===== src/rtl/mant_mult_pkg.sv =====
// Shared constants, FSM state and result bundle for the sequential mantissa multiplier.
// MANT_MULT_RADIX4_EN selects two multiplier bits per MUL cycle instead of one.
package mant_mult_pkg;

  localparam int MANT_W   = 24;
  localparam int EXP_W    = 10;
  localparam int EXP_BIAS = 127;
  localparam int PROD_W   = 2 * MANT_W;

`ifdef MANT_MULT_RADIX4_EN
  localparam int STEP_BITS = 2;
`else
  localparam int STEP_BITS = 1;
`endif
  localparam int MUL_STEPS = MANT_W / STEP_BITS;

  typedef enum logic [1:0] {
    IDLE = 2'd0,
    MUL  = 2'd1,
    NORM = 2'd2,
    DONE = 2'd3
  } mult_state_t;

  // Everything the rounder consumes, in one bundle.
  typedef struct packed {
    logic [MANT_W-1:0] mantissa;
    logic              guard;
    logic              sticky;
    logic              sign;
    logic [EXP_W-1:0]  exp;
    logic              is_zero;
    logic              is_inf;
    logic              is_nan;
  } mult_result_t;

endpackage


===== src/rtl/mant_mult_seq_normalize.sv =====
// Combinational normalize of the 48-bit mantissa product into mantissa/guard/sticky
// with the matching exponent adjustment.
module mant_normalize
  import mant_mult_pkg::*;
(
  input  logic [PROD_W-1:0] prod,
  input  logic [EXP_W-1:0]  exp_in,
  output logic [MANT_W-1:0] mantissa,
  output logic              guard,
  output logic              sticky,
  output logic [EXP_W-1:0]  exp_adj
);

  // Product of two [1,2) mantissas lies in [1,4): only a one-position choice.
  always_comb begin
    mantissa = prod[PROD_W-2:MANT_W-1];
    guard    = prod[MANT_W-2];
    sticky   = |prod[MANT_W-3:0];
    exp_adj  = exp_in;
    if (prod[PROD_W-1]) begin
      mantissa = prod[PROD_W-1:MANT_W];
      guard    = prod[MANT_W-1];
      sticky   = |prod[MANT_W-2:0];
      exp_adj  = exp_in + 10'd1;
    end
  end

endmodule


===== src/rtl/mant_mult_seq.sv =====
// Sequential shift-add mantissa multiplier and normalize stage feeding the FP rounder.
// Build option: MANT_MULT_RADIX4_EN (radix-4 steps, 12 MUL cycles instead of 24).
module mant_mult_seq
  import mant_mult_pkg::*;
(
  input  logic              clk,
  input  logic              rst,
  input  logic [31:0]       a,
  input  logic [31:0]       b,
  input  logic              in_valid,
  output logic              in_ready,
  output logic              out_valid,
  input  logic              out_ready,
  output logic [MANT_W-1:0] mantissa_out,
  output logic              guard_bit,
  output logic              sticky_bit,
  output logic              sign_out,
  output logic [EXP_W-1:0]  exp_out,
  output logic              is_zero,
  output logic              is_inf,
  output logic              is_nan,
  output mult_state_t       state_dbg
);

  // Handshake: a transfer happens on a rising edge where valid and ready are both high;
  // out_valid and the result stay put until that edge, in_ready is high only in IDLE.

  localparam logic [4:0] LAST_STEP = 5'(MUL_STEPS - 1);

  mult_state_t       state_q, state_d;
  logic [PROD_W-1:0] acc_q, ma_q, addend;
  logic [MANT_W-1:0] mb_q;
  logic [4:0]        cnt_q;
  logic              sign_q, zero_q, inf_q, nan_q;
  logic [EXP_W-1:0]  exp_sum_q;
  mult_result_t      res_q, res_d;
  logic              out_valid_q;

  logic [7:0] ea, eb;
  logic       a_zero, b_zero, a_inf, b_inf, a_nan, b_nan;
  logic       sp_nan, sp_inf, sp_zero;

  logic [MANT_W-1:0] norm_mant;
  logic              norm_guard, norm_sticky;
  logic [EXP_W-1:0]  norm_exp;

  assign ea     = a[30:23];
  assign eb     = b[30:23];
  // Subnormals count as zero.
  assign a_zero = (ea == 8'd0);
  assign b_zero = (eb == 8'd0);
  assign a_inf  = (ea == 8'hFF) && (a[22:0] == 23'd0);
  assign b_inf  = (eb == 8'hFF) && (b[22:0] == 23'd0);
  assign a_nan  = (ea == 8'hFF) && (a[22:0] != 23'd0);
  assign b_nan  = (eb == 8'hFF) && (b[22:0] != 23'd0);
  assign sp_nan  = a_nan | b_nan | (a_inf & b_zero) | (b_inf & a_zero);
  assign sp_inf  = ~sp_nan & (a_inf | b_inf);
  assign sp_zero = ~sp_nan & ~sp_inf & (a_zero | b_zero);

`ifdef MANT_MULT_RADIX4_EN
  assign addend = (mb_q[0] ? ma_q : '0) + (mb_q[1] ? (ma_q << 1) : '0);
`else
  assign addend = mb_q[0] ? ma_q : '0;
`endif

  mant_normalize u_norm (
    .prod     (acc_q),
    .exp_in   (exp_sum_q),
    .mantissa (norm_mant),
    .guard    (norm_guard),
    .sticky   (norm_sticky),
    .exp_adj  (norm_exp)
  );

  always_ff @(posedge clk or posedge rst) begin
    if (rst) state_q <= IDLE;
    else     state_q <= state_d;
  end

  always_comb begin
    state_d = state_q;
    unique case (state_q)
      IDLE:    if (in_valid) state_d = MUL;
      MUL:     if (cnt_q == LAST_STEP) state_d = NORM;
      NORM:    state_d = DONE;
      DONE:    if (out_ready) state_d = IDLE;
      default: state_d = IDLE;
    endcase
  end

  always_comb begin
    res_d          = '0;
    res_d.sign     = sign_q;
    res_d.is_zero  = zero_q;
    res_d.is_inf   = inf_q;
    res_d.is_nan   = nan_q;
    if (!(zero_q | inf_q | nan_q)) begin
      res_d.mantissa = norm_mant;
      res_d.guard    = norm_guard;
      res_d.sticky   = norm_sticky;
      res_d.exp      = norm_exp;
    end
  end

  always_ff @(posedge clk or posedge rst) begin
    if (rst) begin
      acc_q       <= '0;
      ma_q        <= '0;
      mb_q        <= '0;
      cnt_q       <= '0;
      sign_q      <= 1'b0;
      zero_q      <= 1'b0;
      inf_q       <= 1'b0;
      nan_q       <= 1'b0;
      exp_sum_q   <= '0;
      res_q       <= '0;
      out_valid_q <= 1'b0;
    end else begin
      unique case (state_q)
        IDLE: if (in_valid) begin
          acc_q     <= '0;
          cnt_q     <= '0;
          ma_q      <= {{MANT_W{1'b0}}, ~a_zero, a[22:0]};
          mb_q      <= {~b_zero, b[22:0]};
          sign_q    <= a[31] ^ b[31];
          exp_sum_q <= {2'b00, ea} + {2'b00, eb} - 10'(EXP_BIAS);
          zero_q    <= sp_zero;
          inf_q     <= sp_inf;
          nan_q     <= sp_nan;
        end
        MUL: begin
          acc_q <= acc_q + addend;
          ma_q  <= ma_q << STEP_BITS;
          mb_q  <= mb_q >> STEP_BITS;
          cnt_q <= cnt_q + 5'd1;
        end
        NORM: begin
          res_q       <= res_d;
          out_valid_q <= 1'b1;
        end
        DONE: if (out_ready) out_valid_q <= 1'b0;
        default: ;
      endcase
    end
  end

  assign in_ready     = (state_q == IDLE) && !rst;
  assign out_valid    = out_valid_q;
  assign mantissa_out = res_q.mantissa;
  assign guard_bit    = res_q.guard;
  assign sticky_bit   = res_q.sticky;
  assign sign_out     = res_q.sign;
  assign exp_out      = res_q.exp;
  assign is_zero      = res_q.is_zero;
  assign is_inf       = res_q.is_inf;
  assign is_nan       = res_q.is_nan;
  assign state_dbg    = state_q;

endmodule

===== config.mk =====
export PLATFORM = sky130hd
export DESIGN_NAME = mant_mult_seq
export DESIGN_NICKNAME = d
export VERILOG_FILES = /design/src/rtl/mant_mult_pkg.sv /design/src/rtl/mant_mult_seq_normalize.sv /design/src/rtl/mant_mult_seq.sv
export SDC_FILE = /design/constraint.sdc
export NUM_CORES = 1
export LEC_CHECK = 0
export ABC_CLOCK_PERIOD_IN_PS = 5900
export CORE_MARGIN = 2
export CORE_UTILIZATION = 45
export DETAILED_ROUTE_END_ITERATION = 12
export PLACE_DENSITY = 0.74
export SETUP_SLACK_MARGIN = 0.05
export SYNTH_ARGS = -nofsm -noshare
export SYNTH_HDL_FRONTEND = slang
export SYNTH_HIERARCHICAL = 1
export SYNTH_SLANG_ARGS = --single-unit
export TNS_END_PERCENT = 1

===== constraint.sdc =====
create_clock -name clk -period 5.9 [get_ports clk]
set_input_delay 1.18 -clock clk [delete_from_list [all_inputs] [get_ports clk]]
set_output_delay 1.18 -clock clk [all_outputs]
set_load 0.005 [all_outputs]

==> flow_summary.ini <==
[status]
status = finished clean

[clocking]
cts_tree = done
cts.sinks = 182
cts.clk_slew.worst_paths_ns = 0.07
post-cts-setup-buffers = 0
root_buffer = clkbuf_16
ctsResizeCount = 0
cts_buffer_depth = 2
ctsHoldBuffers = 0
htreeDepth = 4
cts_made_buffers = 17
clkLatencyLatePin_ns = 0.44

[yosys]
yosys.area.top_type = dfrtp_1
synth_top_flop_cell = dfrtp_1
synth_seq_area_share_pct = 40.28
synthDominantCellAreaShare_pct = 40.28
synth_fp_nets = 1395
synth_area_leaders = dfrtp_1 40%, ha_1 7.5%, o21ai_0 6.8%
synth_seq_cells = 182
yosysUniqueCellTypes = 66
postSynthCellCount = 1257
synth-edff-count = 0
synth_warnings = 6
synth.cell_area_sq_mm = 0.01131
synthArstFlopShare_pct = 100.0
synth.avg_cell_area_sq_um = 8.995

[hold_path]
hold_start = mb_q[5]
min_path_cells = 2
hp-class = reg -> reg
holdPathEnd = mb_q[5]

[detailed_routing]
drc = 0
ant_nets = 0
drt_iter0_drc = 633
wl_mm = 26.54
wl_per_cell_microns = 15.87
vias_per_cell = 5.624
first_pass_iters = 5
vias = 9403

[sta]
tns_ns = 0
period_needed_ns = 3.771
final-max-slew-violation-count = 0
hold_viol = 0
tightest_slew_ns = 1.127
fin_skew_ns = 0.01090
slew_headroom_pct = 24.88
worst_slack_ns = 2.129
rsz0062_at_grt = no
timing.fmax_ghz = 0.2652
finalCritPeriodShare_pct = 63.92
finalSetupViolCount = 0

[floorplan]
row_count = 58
core_region_area_sq_mm = 0.02489
die_width_microns = 162.5
start_util_pct = 45.43
die-area_sq_mm = 0.02641
die_y_microns = 162.5
num_io_pins = 112

[power]
vdd_ir_drop_max_mv = 0.2866
power.leakage_nw = 5.861
power_w = 0.005314
powerDensity_mw_per_mm2 = 401.4

[worst_setup_path]
reg2reg_slack_ns = 2.13
end_kind = flip-flop
path_class = reg -> reg
reg2reg_to = acc_q[46]
critPathLaunchType = flip-flop
cp.required_ns = 6.27
arrival_ns = 4.14
worstRegToRegCells = 11
rr_startpoint = mb_q[0]
crit_fanout = 23

[finish]
n_antenna_cell = 0
final_common_cell = nand2_1
final_core_util_pct = 53.18
final_cells = 1672
mostFrequentLayoutCells = 183 x nand2_1, 182 x dfrtp_1, 154 x o21ai_0
syn2layout_area_growth_pct = 17.07
drive_above_1_share_pct = 6.483
num-nets-final = 1467

[grt]
grt_max_degree = 136
overflow = 0
grt_pass1_wl_mm = 45.31
grt_pass1_vias = 9493
track_usage_pct = 21.00
grt_antenna_before_repair = 1

[placement]
placedCellCount = 1640
dpl_worst_slack_ns = 1.941
hpwl_mm = 18.84
numPortBuffers = 111
gp_congestion = 0.8767

[job]
max_cap_viol_count = 0
## state kept, by name, summed over array words and instances (netlist names), 2 cells and up
signal,cells
acc_q,48
mb_q,24
exp_sum_q,10
mantissa_out,24
ma_q,48
cnt_q,5
state_dbg,2
exp_out,10
## per-layer routing
| layer | wire length [microns] | global-route usage (%) | up-vias |
|---|---|---|---|
| met5 | 12 | 0 | - |
| met2 | 12290 | 33.85 | 238 |
| met1 | 12410 | 28.22 | 4515 |
| met3 | 1172 | 3.743 | 48 |
| li1 | - | - | 4600 |
| met4 | 649 | 8.246 | 2 |
## how the worst max path moves through the flow
| stage | endpoint | slack, ns | startpoint |
|---|---|---|---|
| after floorplan | acc_q[0] | 2.38 | rst |
| after global placement | ma_q[22] | 2.04 | in_valid |
| after detailed placement | acc_q[20] | 1.94 | in_valid |
| after CTS | acc_q[46] | 2.16 | mb_q[0] |
| after global routing | acc_q[46] | 1.92 | mb_q[0] |
| final | acc_q[46] | 2.13 | mb_q[0] |
## final cells by class
| type | instances | area, sq um |
|---|---|---|
| inverters | 66 | 251.5 |
| fillers | 2273 | 11650 |
| multi-input cells | 941 | 6246 |
| repair buffers | 121 | 1199 |
| flip-flops and latches | 182 | 4554 |
| well taps | 330 | 412.9 |
| clock buffers | 19 | 442.9 |
| clock inverters | 13 | 131.4 |
## cells in the mapped netlist, types with 3 or more instances
cell type and instances:
a211oi_1 8, a21boi_0 6, a21o_1 26, a21oi_1 61
a22o_1 32, a31oi_1 5, and2_1 52, and3_1 9
buf_1 8, buf_2 7, clkbuf_1 52, dfrtp_1 182
ha_1 68, inv_1 66, mux2_2 31, mux2i_1 47
nand2_1 183, nand2b_1 4, nand3_1 19, nand3b_1 5
nand4_1 23, nor2_1 36, nor2b_1 7, nor3_1 13
nor4_1 21, o2111ai_1 3, o211ai_1 7, o21a_1 6
o21ai_0 154, o21ai_1 6, o21bai_1 8, o31ai_1 5
or3_1 6, xnor2_1 29, xor2_1 22
## per-stage QoR
stage / instance area, sq um / hold WS [ns]
finish: 13240 / 0.4861
CTS: 13240 / 0.4883
detailed placement: 12660 / 0.4727
floorplan: 11310 / 0.4444
global route: 13240 / 0.5070
global placement: 12660 / 0.4627
## worst max-delay path: stages (launching register included)
cell      delay, ns
dfrtp_1        0.60
and2_1         0.25
ha_1           0.21
fa_1           0.41
a21o_1         0.20
a31oi_1        0.34
nor4b_1        0.15
nand3b_1       0.30
o211ai_1       0.43
nand3_1        0.30
or3_1          0.42
nand3_1        0.09
## where the power goes
part           leakage, nW  switching [W]  internal [W]
sequential            2.40       0.000327       0.00164
combinational         3.19        0.00131      0.000912
clock                0.277       0.000550      0.000574
total                 5.86        0.00219       0.00313
## logic make-up (layout without fill, tap and decap cells)
| family | count (synthesis) | after routing | synth area share (%) |
|---|---|---|---|
| buffers and inverters | 134 | 219 | 4.625 |
| flip-flops | 182 | 182 | 40.28 |
| XOR/XNOR | 51 | 51 | 3.950 |
| AO/OA/AOI/OAI | 349 | 349 | 19.11 |
| multiplexers | 78 | 78 | 7.248 |
| adder cells (fa/ha/maj) | 70 | 70 | 7.879 |
| AND/OR/NAND/NOR | 393 | 393 | 16.91 |
(Power assumes the default switching activity.)
